### src/rtl/rs_pkg.sv
// Shared opcode encodings and sizing for decoder, ROB and reservation station.
package rs_pkg;
    localparam int RS_SIZE   = 8;
    localparam int ROB_WIDTH = 4;

    typedef enum logic [3:0] {
        OP_ADD  = 4'd0,
        OP_SUB  = 4'd1,
        OP_AND  = 4'd2,
        OP_OR   = 4'd3,
        OP_XOR  = 4'd4,
        OP_SLL  = 4'd5,
        OP_SRL  = 4'd6,
        OP_SRA  = 4'd7,
        OP_SLT  = 4'd8,
        OP_SLTU = 4'd9,
        OP_BEQ  = 4'd10,
        OP_BNE  = 4'd11,
        OP_BLT  = 4'd12,
        OP_BGE  = 4'd13,
        OP_BLTU = 4'd14,
        OP_BGEU = 4'd15
    } op_e;

    function automatic logic is_branch(input op_e op);
        return op >= OP_BEQ;
    endfunction
endpackage

### src/rtl/rs_if.sv
// Issue, load-broadcast and result-broadcast bundle around the reservation station.
interface rs_if #(
    parameter int ROB_WIDTH = rs_pkg::ROB_WIDTH
);
    import rs_pkg::*;

    logic                 dec_valid;
    op_e                  dec_op;
    logic [31:0]          dec_vj;
    logic [31:0]          dec_vk;
    logic [ROB_WIDTH-1:0] dec_qj;
    logic [ROB_WIDTH-1:0] dec_qk;
    logic                 dec_qj_busy;
    logic                 dec_qk_busy;
    logic [ROB_WIDTH-1:0] dec_rob_id;
    logic [31:0]          dec_pc;
    logic [31:0]          dec_imm;
    logic                 lsb_ready;
    logic [ROB_WIDTH-1:0] lsb_rob_id;
    logic [31:0]          lsb_value;
    logic                 rs_full;
    logic                 rs_ready;
    logic [ROB_WIDTH-1:0] rs_rob_id;
    logic [31:0]          rs_value;

    modport master (
        output dec_valid, dec_op, dec_vj, dec_vk, dec_qj, dec_qk,
        output dec_qj_busy, dec_qk_busy, dec_rob_id, dec_pc, dec_imm,
        output lsb_ready, lsb_rob_id, lsb_value,
        input  rs_full, rs_ready, rs_rob_id, rs_value
    );

    modport slave (
        input  dec_valid, dec_op, dec_vj, dec_vk, dec_qj, dec_qk,
        input  dec_qj_busy, dec_qk_busy, dec_rob_id, dec_pc, dec_imm,
        input  lsb_ready, lsb_rob_id, lsb_value,
        output rs_full, rs_ready, rs_rob_id, rs_value
    );
endinterface

### src/rtl/rs_alu.sv
// Combinational ALU and branch-target unit for the reservation station.
module rs_alu
    import rs_pkg::*;
(
    input  op_e         op,
    input  logic [31:0] a,
    input  logic [31:0] b,
    input  logic [31:0] pc,
    input  logic [31:0] imm,
    output logic [31:0] result
);
    logic taken;
    logic [4:0] shamt;

    assign shamt = b[4:0];

    always_comb begin
        taken = 1'b0;
        unique case (op)
            OP_BEQ:  taken = (a == b);
            OP_BNE:  taken = (a != b);
            OP_BLT:  taken = ($signed(a) < $signed(b));
            OP_BGE:  taken = ($signed(a) >= $signed(b));
            OP_BLTU: taken = (a < b);
            OP_BGEU: taken = (a >= b);
            default: taken = 1'b0;
        endcase
    end

    always_comb begin
        result = '0;
        unique case (op)
            OP_ADD:  result = a + b;
            OP_SUB:  result = a - b;
            OP_AND:  result = a & b;
            OP_OR:   result = a | b;
            OP_XOR:  result = a ^ b;
            OP_SLL:  result = a << shamt;
            OP_SRL:  result = a >> shamt;
            OP_SRA:  result = $unsigned($signed(a) >>> shamt);
            OP_SLT:  result = {31'd0, $signed(a) < $signed(b)};
            OP_SLTU: result = {31'd0, a < b};
            default: result = taken ? pc + imm : pc + 32'd4;
        endcase
    end
endmodule

### src/rtl/rs.sv
// Reservation station: tag-based operand wakeup, in-order-priority dispatch, registered result.
module rs #(
    parameter int RS_SIZE   = rs_pkg::RS_SIZE,
    parameter int ROB_WIDTH = rs_pkg::ROB_WIDTH
) (
    input logic  clk_in,
    input logic  rst_in,
    input logic  rdy_in,
    input logic  clear,
    rs_if.slave  bus
);
    import rs_pkg::*;

    localparam int IW = (RS_SIZE > 1) ? $clog2(RS_SIZE) : 1;

    logic [RS_SIZE-1:0]   busy, qj_busy, qk_busy;
    op_e                  op     [RS_SIZE];
    logic [31:0]          vj     [RS_SIZE];
    logic [31:0]          vk     [RS_SIZE];
    logic [31:0]          pc     [RS_SIZE];
    logic [31:0]          imm    [RS_SIZE];
    logic [ROB_WIDTH-1:0] qj     [RS_SIZE];
    logic [ROB_WIDTH-1:0] qk     [RS_SIZE];
    logic [ROB_WIDTH-1:0] rob_id [RS_SIZE];

    logic                 res_ready;
    logic [ROB_WIDTH-1:0] res_rob_id;
    logic [31:0]          res_value;

    logic          free_found, disp_found;
    logic [IW-1:0] free_idx, disp_idx;
    logic          iss_qj_busy, iss_qk_busy;
    logic [31:0]   iss_vj, iss_vk, alu_result;

    assign bus.rs_full   = &busy;
    assign bus.rs_ready  = res_ready;
    assign bus.rs_rob_id = res_rob_id;
    assign bus.rs_value  = res_value;

    // Descending scan so the lowest index wins both searches.
    always_comb begin
        free_found = 1'b0;
        free_idx   = '0;
        disp_found = 1'b0;
        disp_idx   = '0;
        for (int i = RS_SIZE - 1; i >= 0; i--) begin
            if (!busy[i]) begin
                free_found = 1'b1;
                free_idx   = IW'(i);
            end
            if (busy[i] && !qj_busy[i] && !qk_busy[i]) begin
                disp_found = 1'b1;
                disp_idx   = IW'(i);
            end
        end
    end

    // Operands whose producer broadcasts on the issue cycle are captured directly.
    always_comb begin
        iss_vj      = bus.dec_vj;
        iss_qj_busy = bus.dec_qj_busy;
        iss_vk      = bus.dec_vk;
        iss_qk_busy = bus.dec_qk_busy;
        if (bus.dec_qj_busy && res_ready && bus.dec_qj == res_rob_id) begin
            iss_vj      = res_value;
            iss_qj_busy = 1'b0;
        end else if (bus.dec_qj_busy && bus.lsb_ready && bus.dec_qj == bus.lsb_rob_id) begin
            iss_vj      = bus.lsb_value;
            iss_qj_busy = 1'b0;
        end
        if (bus.dec_qk_busy && res_ready && bus.dec_qk == res_rob_id) begin
            iss_vk      = res_value;
            iss_qk_busy = 1'b0;
        end else if (bus.dec_qk_busy && bus.lsb_ready && bus.dec_qk == bus.lsb_rob_id) begin
            iss_vk      = bus.lsb_value;
            iss_qk_busy = 1'b0;
        end
    end

    rs_alu alu (
        .op     (op[disp_idx]),
        .a      (vj[disp_idx]),
        .b      (vk[disp_idx]),
        .pc     (pc[disp_idx]),
        .imm    (imm[disp_idx]),
        .result (alu_result)
    );

    always_ff @(posedge clk_in) begin
        if (!rst_in) begin
            busy       <= '0;
            res_ready  <= 1'b0;
            res_rob_id <= '0;
            res_value  <= '0;
        end else if (rdy_in) begin
            if (clear) begin
                busy      <= '0;
                res_ready <= 1'b0;
            end else begin
                for (int i = 0; i < RS_SIZE; i++) begin
                    if (busy[i] && qj_busy[i]) begin
                        if (res_ready && qj[i] == res_rob_id) begin
                            vj[i]      <= res_value;
                            qj_busy[i] <= 1'b0;
                        end else if (bus.lsb_ready && qj[i] == bus.lsb_rob_id) begin
                            vj[i]      <= bus.lsb_value;
                            qj_busy[i] <= 1'b0;
                        end
                    end
                    if (busy[i] && qk_busy[i]) begin
                        if (res_ready && qk[i] == res_rob_id) begin
                            vk[i]      <= res_value;
                            qk_busy[i] <= 1'b0;
                        end else if (bus.lsb_ready && qk[i] == bus.lsb_rob_id) begin
                            vk[i]      <= bus.lsb_value;
                            qk_busy[i] <= 1'b0;
                        end
                    end
                end
                res_ready <= disp_found;
                if (disp_found) begin
                    busy[disp_idx] <= 1'b0;
                    res_rob_id     <= rob_id[disp_idx];
                    res_value      <= alu_result;
                end
                if (bus.dec_valid && free_found) begin
                    busy[free_idx]    <= 1'b1;
                    op[free_idx]      <= bus.dec_op;
                    vj[free_idx]      <= iss_vj;
                    vk[free_idx]      <= iss_vk;
                    qj[free_idx]      <= bus.dec_qj;
                    qk[free_idx]      <= bus.dec_qk;
                    qj_busy[free_idx] <= iss_qj_busy;
                    qk_busy[free_idx] <= iss_qk_busy;
                    rob_id[free_idx]  <= bus.dec_rob_id;
                    pc[free_idx]      <= bus.dec_pc;
                    imm[free_idx]     <= bus.dec_imm;
                end
            end
        end
    end
endmodule

### src/flat_wrapper.sv
// flat-port wrapper written by rule: the top's interface ports become plain ports
module rs_flat import rs_pkg::*;
#(
    parameter int RS_SIZE   = rs_pkg::RS_SIZE,
    parameter int ROB_WIDTH = rs_pkg::ROB_WIDTH
)
  (clk_in, rst_in, rdy_in, clear, bus_dec_valid, bus_dec_op, bus_dec_vj, bus_dec_vk, bus_dec_qj, bus_dec_qk, bus_dec_qj_busy, bus_dec_qk_busy, bus_dec_rob_id, bus_dec_pc, bus_dec_imm, bus_lsb_ready, bus_lsb_rob_id, bus_lsb_value, bus_rs_full, bus_rs_ready, bus_rs_rob_id, bus_rs_value);
  rs_if #(.ROB_WIDTH(ROB_WIDTH)) bus_i ();
  input logic clk_in;
  input logic rst_in;
  input logic rdy_in;
  input logic clear;
  input wire logic [$bits(bus_i.dec_valid)-1:0] bus_dec_valid;
  input wire logic [$bits(bus_i.dec_op)-1:0] bus_dec_op;
  input wire logic [$bits(bus_i.dec_vj)-1:0] bus_dec_vj;
  input wire logic [$bits(bus_i.dec_vk)-1:0] bus_dec_vk;
  input wire logic [$bits(bus_i.dec_qj)-1:0] bus_dec_qj;
  input wire logic [$bits(bus_i.dec_qk)-1:0] bus_dec_qk;
  input wire logic [$bits(bus_i.dec_qj_busy)-1:0] bus_dec_qj_busy;
  input wire logic [$bits(bus_i.dec_qk_busy)-1:0] bus_dec_qk_busy;
  input wire logic [$bits(bus_i.dec_rob_id)-1:0] bus_dec_rob_id;
  input wire logic [$bits(bus_i.dec_pc)-1:0] bus_dec_pc;
  input wire logic [$bits(bus_i.dec_imm)-1:0] bus_dec_imm;
  input wire logic [$bits(bus_i.lsb_ready)-1:0] bus_lsb_ready;
  input wire logic [$bits(bus_i.lsb_rob_id)-1:0] bus_lsb_rob_id;
  input wire logic [$bits(bus_i.lsb_value)-1:0] bus_lsb_value;
  output wire logic [$bits(bus_i.rs_full)-1:0] bus_rs_full;
  output wire logic [$bits(bus_i.rs_ready)-1:0] bus_rs_ready;
  output wire logic [$bits(bus_i.rs_rob_id)-1:0] bus_rs_rob_id;
  output wire logic [$bits(bus_i.rs_value)-1:0] bus_rs_value;
  assign bus_i.dec_valid = bus_dec_valid;
  assign bus_i.dec_op = bus_dec_op;
  assign bus_i.dec_vj = bus_dec_vj;
  assign bus_i.dec_vk = bus_dec_vk;
  assign bus_i.dec_qj = bus_dec_qj;
  assign bus_i.dec_qk = bus_dec_qk;
  assign bus_i.dec_qj_busy = bus_dec_qj_busy;
  assign bus_i.dec_qk_busy = bus_dec_qk_busy;
  assign bus_i.dec_rob_id = bus_dec_rob_id;
  assign bus_i.dec_pc = bus_dec_pc;
  assign bus_i.dec_imm = bus_dec_imm;
  assign bus_i.lsb_ready = bus_lsb_ready;
  assign bus_i.lsb_rob_id = bus_lsb_rob_id;
  assign bus_i.lsb_value = bus_lsb_value;
  assign bus_rs_full = bus_i.rs_full;
  assign bus_rs_ready = bus_i.rs_ready;
  assign bus_rs_rob_id = bus_i.rs_rob_id;
  assign bus_rs_value = bus_i.rs_value;
  rs #(.RS_SIZE(RS_SIZE), .ROB_WIDTH(ROB_WIDTH)) u_core (.clk_in(clk_in), .rst_in(rst_in), .rdy_in(rdy_in), .clear(clear), .bus(bus_i));
endmodule
### config.mk
export PLATFORM = sky130hd
export DESIGN_NAME = rs_flat
export DESIGN_NICKNAME = d
export VERILOG_FILES = /design/src/rtl/rs_pkg.sv /design/src/rtl/rs_if.sv /design/src/rtl/rs_alu.sv /design/src/rtl/rs.sv /design/src/flat_wrapper.sv
export SDC_FILE = /design/constraint.sdc
export NUM_CORES = 2
export LEC_CHECK = 0
export ABC_AREA = 0
export ABC_CLOCK_PERIOD_IN_PS = 16500
export BUFFER_PORTS_ARGS = -buffer_cell sky130_fd_sc_hd__buf_2
export CAP_MARGIN = 20
export CORE_ASPECT_RATIO = 1.75
export CORE_MARGIN = 8
export CORE_UTILIZATION = 35
export CTS_BUF_LIST = sky130_fd_sc_hd__clkbuf_8
export CTS_CLUSTER_SIZE = 14
export DETAILED_ROUTE_END_ITERATION = 10
export GPL_TIMING_DRIVEN = 0
export SYNTH_ARGS = -nofsm -noshare
export SYNTH_HDL_FRONTEND = slang
export SYNTH_HIERARCHICAL = 1
export SYNTH_SLANG_ARGS = --single-unit
### constraint.sdc
create_clock -name clk_in -period 16.5 [get_ports clk_in]
set_input_delay 3.3 -clock clk_in [delete_from_list [all_inputs] [get_ports clk_in]]
set_output_delay 3.3 -clock clk_in [all_outputs]
set_load 0.02 [all_outputs]
Word-level counts from Yosys, hierarchy flattened
Memory sizes are Yosys's and may differ from the RTL's. A register that Yosys moved wholly into a read port is not among the register bits.
Cells that the tools add are included.
{"block": "totals", "register_bits": 57, "ram_bits": 1152, "in_bits": 188, "out_inout_bits": 38, "elab_cells": 583, "n_memories": 8}
{"block": "classes", "n_addsub": 4, "magnitude_cmp": 8, "eq_ne": 53, "n_shift": 3, "muxes": 383, "bitwise_logic": 23, "n_reduce_logical": 96}
{"memory": "u_core.imm", "words": 8, "word_bits": 32, "rd": 1, "rd_clocked_by_memory_dff": 0, "write_ports": 1, "line_no": "rs.sv:21", "text": "logic [31:0] imm [RS_SIZE];"}
{"memory": "u_core.pc", "words": 8, "word_bits": 32, "rd": 1, "rd_clocked_by_memory_dff": 0, "write_ports": 1, "line_no": "rs.sv:20", "text": "logic [31:0] pc [RS_SIZE];"}
{"memory": "u_core.vj", "words": 8, "word_bits": 32, "rd": 1, "rd_clocked_by_memory_dff": 0, "write_ports": 9, "line_no": "rs.sv:18", "text": "logic [31:0] vj [RS_SIZE];"}
{"memory": "u_core.vk", "words": 8, "word_bits": 32, "rd": 1, "rd_clocked_by_memory_dff": 0, "write_ports": 9, "line_no": "rs.sv:19", "text": "logic [31:0] vk [RS_SIZE];"}
{"memory": "u_core.op", "words": 8, "word_bits": 4, "rd": 1, "rd_clocked_by_memory_dff": 0, "write_ports": 1, "line_no": "rs.sv:17", "text": "op_e op [RS_SIZE];"}
{"memory": "u_core.qj", "words": 8, "word_bits": 4, "rd": 8, "rd_clocked_by_memory_dff": 0, "write_ports": 1, "line_no": "rs.sv:22", "text": "logic [ROB_WIDTH-1:0] qj [RS_SIZE];"}
{"memory": "+2 memories"}
{"operator": "2-to-1 mux 32 bit", "count": 21}
{"operator": "2-to-1 mux 1 bit", "count": 332}
{"operator": "one-hot mux 32 bit (10 select lines)", "count": 1}
{"operator": "equality test 4 bit", "count": 36}
{"operator": "logical AND 1 bit", "count": 75}
{"operator": "adder 32 bit", "count": 2}
{"operator": "greater-or-equal comparator 32 bit", "count": 2}
{"operator": "< comparator 32 bit", "count": 2}
{"operator": "2-to-1 mux 8 bit", "count": 8}
{"operator": "2-to-1 mux 3 bit", "count": 16}
{"operator": "adder 32 x 3 -> 32 bit, second input constant", "count": 1}
{"operator": "AND 32 bit", "count": 1}
{"operator": "equality test 32 bit", "count": 1}
{"operator": "equality test 4 bit, second input constant", "count": 8}
{"operator": "inequality test 32 bit", "count": 1}
{"operator": "bitwise OR 32 bit", "count": 1}
{"operator": "left shift 32 x 5 -> 32 bit", "count": 1}
{"operator": ">> shifter 32 x 5 -> 32 bit", "count": 1}
{"operator": ">>> shifter 32 x 5 -> 32 bit", "count": 1}
{"operator": "subtractor 32 bit", "count": 1}
{"operator": "bitwise XOR 32 bit", "count": 1}
{"operator": "zero test 1 bit", "count": 17}
{"operator": "bitwise mux 8 bit", "count": 2}
{"operator": "equality test 4 x 3 -> 1 bit, second input constant", "count": 4}
{"operator": "other kinds (14)", "count": 34}

Depth between registers and ports, before layout
{"block": "depth", "word_depth": 24, "ltp_mapped": 31, "ltp_nobuf": 23}

Cells and area by module
Netlist, hierarchy kept.
{"mod": "rs", "instances": 1, "cells_per_inst": 4882, "area_each_um2": 60730.7, "seq_area_each_um2": 35974.5}
{"mod": "rs_alu", "instances": 1, "cells_per_inst": 1628, "area_each_um2": 10527.6, "seq_area_each_um2": 0.0}

Worst setup path before layout
OpenSTA, ideal clock, no wires.
{"block": "synth_path", "path_kind": "input-to-reg", "start": "input bus_dec_valid", "end": "memory u_core.imm[2][0] (enable)", "setup_time_ns": 0.475, "t_arrival_ns": 6.792, "required_ns": 16.025, "setup_slack_ns": 9.233, "cell_stages": 7, "path_buffers": 3, "cell_sequence": "nand2_1 -> or3_1 -> clkbuf_1 -> or2_2 -> inv_1 -> buf_2 -> clkbuf_1"}
{"block": "synth_between", "elab_chain_cells": 6}
{"element": "start: declaration", "line_no": "flat_wrapper.sv:13", "text": "input wire logic [$bits(bus_i.dec_valid)-1:0] bus_dec_valid;"}
{"element": "logical AND 1 bit", "line_no": "rs.sv:126", "text": "if (bus.dec_valid && free_found) begin"}
{"element": "2-to-1 mux 1 bit", "line_no": "rs.sv:126"}
{"element": "2-to-1 mux 1 bit", "line_no": "rs.sv:96", "text": "if (clear) begin"}
{"element": "2-to-1 mux 1 bit", "line_no": "rs.sv:95", "text": "end else if (rdy_in) begin"}
{"element": "2-to-1 mux 1 bit", "line_no": "rs.sv:90", "text": "if (!rst_in) begin"}
{"element": "2-to-1 mux 1 bit (not written as such)", "line_no": "rs.sv:137", "text": "imm[free_idx] <= bus.dec_imm;"}
{"element": "end: declaration", "line_no": "rs.sv:21"}
Every way passes these cells.

Worst setup path after layout
{"block": "layout_path", "start": "register u_core.busy[5]", "end": "register u_core.res_value[10], in the netlist u_core/bus.rs_value[10]"}
{"block": "layout_between", "elab_chain_cells": 13, "elab_cells_between_ends": 55, "classes_between": "add/sub: 4; order compare: 4; eq/ne: 17; shift: 3; mux: 15; bitwise: 3; reduce/logical: 4; memory: 5"}
{"element": "start: declaration", "line_no": "rs.sv:16", "text": "logic [RS_SIZE-1:0] busy, qj_busy, qk_busy;"}
{"element": "start signal: assignment", "line_no": "rs.sv:91", "text": "busy <= '0;"}
{"element": "start signal: assignment", "line_no": "rs.sv:97", "text": "busy <= '0;"}
{"element": "start signal: indexed assignment", "line_no": "rs.sv:122", "text": "busy[disp_idx] <= 1'b0;"}
{"element": "logical AND 1 bit * (2 in series)", "line_no": "rs.sv:51", "text": "if (busy[i] && !qj_busy[i] && !qk_busy[i]) begin"}
{"element": "2-to-1 mux 3 bit * (6 in series)", "line_no": "rs.sv:51"}
{"element": "memory read (8 x 32 bit), or another cell as far along"}
{"element": "greater-or-equal comparator 32 bit, or another cell as far along", "line_no": "rs_alu.sv:25", "text": "OP_BGEU: taken = (a >= b);"}
{"element": "one-hot mux 1 bit (6 select lines)", "line_no": "rs_alu.sv:19", "text": "unique case (op)"}
{"element": "2-to-1 mux 32 bit", "line_no": "rs_alu.sv:43", "text": "default: result = taken ? pc + imm : pc + 32'd4;"}
{"element": "one-hot mux 32 bit (10 select lines) *", "line_no": "rs_alu.sv:32", "text": "unique case (op)"}
{"element": "via u_core.alu_result[10]", "line_no": "rs.sv:33", "text": "logic [31:0] iss_vj, iss_vk, alu_result;"}
{"element": "end signal: assignment", "line_no": "rs.sv:124", "text": "res_value <= alu_result;"}
{"element": "end: declaration", "line_no": "rs.sv:28", "text": "logic [31:0] res_value;"}
The timed path passes the listed nets; every way through them passes the cells marked *.
A chain may end at the register's enable or synchronous reset.

==> impl_metrics.json <==
{
  "status": "complete, no violations",
  "tightestPinTransition_ps": 1330,
  "fin_nets": 7314,
  "post_dp_cell_area_mm2": 0.0774,
  "firstDrtPassIters": 6,
  "final_area_mm2": 0.0812,
  "cpMostUsedCell": "clkbuf_1",
  "grt_max_degree": 66,
  "final_layout_size_suffix_gt1_share_pct": 14.6,
  "syn_to_final_growth_pct": 14.0,
  "rrSetupSlack_ps": 3990,
  "max-cap-violations": 0,
  "core_area_mm2": 0.203,
  "cts_tree": "yes",
  "cts.sinks": 1213,
  "crit_path_end_kind": "flip-flop",
  "rsz0062_at_grt": "false",
  "finalPower_w": 0.00635,
  "syn_nets": 6830,
  "clock_path_buffers": 4,
  "htreeDepth": 4,
  "cts_root_buf": "clkbuf_8",
  "post-route-period-util_pct": 75.8,
  "r2r_cells": 27,
  "synthArstFlopShare_pct": 0,
  "slew_headroom_pct": 10.5,
  "cp_max_fo": 12,
  "grt_antenna_before_repair": 45,
  "final_util_pct": 40.0,
  "synth-simple-area-share_pct": 8.74,
  "drc_errors": 0,
  "cts_made_buffers": 188,
  "via_count": 62980,
  "ant_nets": 0,
  "routed_wl_mm": 371,
  "cts_setup_buffers": 0,
  "ys_ff_latch": 1213,
  "fin_crit_ps": 12510,
  "hpwl_mm": 281,
  "fin_tns_setup_ps": 0,
  "startpoint_type": "flip-flop",
  "synth-compound-area-share_pct": 17.9,
  "yosys_warnings": 6,
  "clk_latency_ps": 970,
  "finalSetupViolations": 0,
  "rows": 219,
  "synth_cell_type_count": 100,
  "slowest_stage": "a211oi_1",
  "finalClockSkew_ps": 151,
  "vias_per_cell": 6.42,
  "clk_pin_slew_ps": 70,
  "portBuffers": 189,
  "arrival_ps": 13290,
  "power_density_mw_per_mm2": 78.2,
  "synth_xor_area_share_pct": 2.51,
  "synthAdderAreaFrac_pct": 2.35,
  "peakVddDrop_mv": 0.0525,
  "synthCells": 6510,
  "drv_slew": 0,
  "place_congestion": 1.05,
  "num-fill-cells": 19873,
  "hp-class": "reg -> reg",
  "max_freq_mhz": 80.0,
  "grt_use_total_pct": 32.8,
  "path_delay_family": "compound AO/OA/AOI/OAI gates",
  "cts_resized": 0,
  "p_leak_nw": 31.9,
  "postSynthAreaPerCell_um2": 10.9,
  "worst-path-buf-inv": 10,
  "grt_first_pass_wirelength_mm": 502,
  "synth_top_family_by_area": "compound AO/OA/AOI/OAI gates",
  "die_w_um": 357,
  "die_h_um": 613,
  "path_class": "reg -> reg",
  "max_stage_delay_ps": 1130,
  "io_pins": 226,
  "ys_seq_area_share_pct": 50.5,
  "synth-edff-count": 1168,
  "synth_mux_area_share_pct": 13.4,
  "holdBufCountCts": 0,
  "initial_core_util_pct": 35.1,
  "min_path_cells": 2,
  "routedWlPerCell_um": 37.9,
  "cp.required_ps": 17280,
  "first_iter_violations": 7274,
  "overflow": 0,
  "grt_pass1_vias": 62781,
  "hold_viol_final": 0,
  "synth_flop_cell": "edfxtp_1",
  "die-area_mm2": 0.219,
  "synth_area_mm2": 0.0713,
  "worst-path-stages": 27
}
## through the flow
| step | std cells | setup WS, ps | hold slack [ps] |
|---|---|---|---|
| 5_1_grt | 9790 | 4180 | 620 |
| 2_1_floorplan | 6510 | 9230 | 500 |
| 3_3_place_gp | 9351 | 4190 | 543 |
| 6_report | 9809 | 3990 | 572 |
| 3_5_place_dp | 9442 | 4520 | 549 |
| 4_1_cts | 9769 | 4500 | 559 |
## worst paths after layout
kind	startpoint	to
setup / recovery	u_core/busy[5]	u_core/bus.rs_value[10]
hold / removal	u_core/busy[7]	u_core/busy[7]
setup reg to reg	u_core/busy[5]	u_core/bus.rs_value[10]
hold reg to reg	u_core/busy[7]	u_core/busy[7]
## cells in the mapped netlist (16+ instances only)
master / n / area, um^2
nor2_1: 456 / 1710
nand2_1: 483 / 1810
buf_1: 89 / 334
nor3_1: 66 / 330
buf_2: 92 / 460
nor2b_1: 23 / 144
nand2b_1: 28 / 175
o22ai_1: 154 / 963
or3_1: 26 / 163
xnor2_1: 83 / 727
a31oi_2: 31 / 388
o21bai_1: 25 / 188
xor2_1: 121 / 1060
o21ai_0: 351 / 1760
nor4_1: 64 / 400
and2_1: 17 / 106
nand3_1: 133 / 666
edfxtp_1: 1168 / 35100
a31oi_1: 68 / 425
mux2_1: 28 / 315
clkbuf_1: 451 / 1690
a22o_1: 236 / 2070
o21ai_1: 19 / 95.1
dfxtp_1: 45 / 901
o211ai_1: 28 / 210
a21oi_1: 482 / 2410
a21o_1: 27 / 203
a211oi_1: 23 / 173
and3_1: 17 / 106
inv_1: 111 / 417
mux4_2: 17 / 383
buf_4: 18 / 135
ha_1: 129 / 1610
a221oi_1: 255 / 2230
o221ai_1: 17 / 149
mux2_2: 239 / 2690
buf_6: 16 / 180
a21boi_0: 39 / 293
mux2i_1: 614 / 6150
## state kept, by name, indices dropped and copies added (netlist names), 32 cells and up
name,count
u_core/imm,256
u_core/pc,256
u_core/vj,256
u_core/vk,256
u_core/bus.rs_value,32
u_core/op,32
u_core/qj,32
u_core/qk,32
u_core/rob_id,32
## per-layer routing
layer / track usage [%] / vias up / wire length [um]
li1: - / 25884 / -
met1: 32.3 / 30701 / 115000
met2: 54.7 / 4570 / 174000
met3: 7.99 / 1803 / 33500
met4: 33.6 / 22 / 48500
met5: 0 / - / 179
## area by class of cell
type	count	area [um^2]	share of cell area (%)
diodes	26	65.1	0.0801
plain buffers	669	2830	3.49
clock buffers	200	2750	3.39
clock inverters	127	751	0.924
inverters	116	450	0.555
multi-input cells	4512	32300	39.8
flip-flops and latches	1213	36000	44.3
well taps	2652	3320	4.09
repair buffers	294	2730	3.36
## tightest hold or removal path: cells and delay by family, from the launching register on
| kind | cells | cell delay (ps) |
|---|---|---|
| AND/OR/NAND/NOR | 1 | 50 |
| AO/OA/AOI/OAI | 1 | 100 |
| flip-flops | 1 | 370 |
## cell families after synthesis
logic type                 count (synthesis)
AOI/OAI and AO/OA                       1892
xor gates and xnor gates                 204
adders and majority gates                132
buffers and inverters                    785
DFF                                     1213
muxes                                    900
and+or+nand+nor                         1384
## power by group
group          leakage (nW)  internal, W  total (W)  switching, W
registers              11.4      0.00336    0.00337    0.00000380
logic                  18.5     0.000123   0.000473      0.000349
clock network          2.03      0.00124    0.00251       0.00127
## cell usage in the layout, fill, tap and decap left out, types with 39 or more instances in the layout
master / netlist / routed
o21ai_0: 351 / 351
a21boi_0: 39 / 39
xor2_1: 121 / 120
inv_1: 111 / 167
clkbuf_8: 0 / 201
mux2i_1: 614 / 614
clkbuf_1: 451 / 446
mux2_2: 239 / 239
nand2_1: 483 / 483
nand3_1: 133 / 133
dfxtp_1: 45 / 45
ha_1: 129 / 129
a22o_1: 236 / 236
buf_2: 92 / 284
nor3_1: 66 / 66
a21oi_1: 482 / 468
a31oi_1: 68 / 68
buf_1: 89 / 89
a221oi_1: 255 / 255
edfxtp_1: 1168 / 1168
nor4_1: 64 / 63
xnor2_1: 83 / 83
o22ai_1: 154 / 139
nor2_1: 456 / 454
Power figures use the tool's default switching activity.
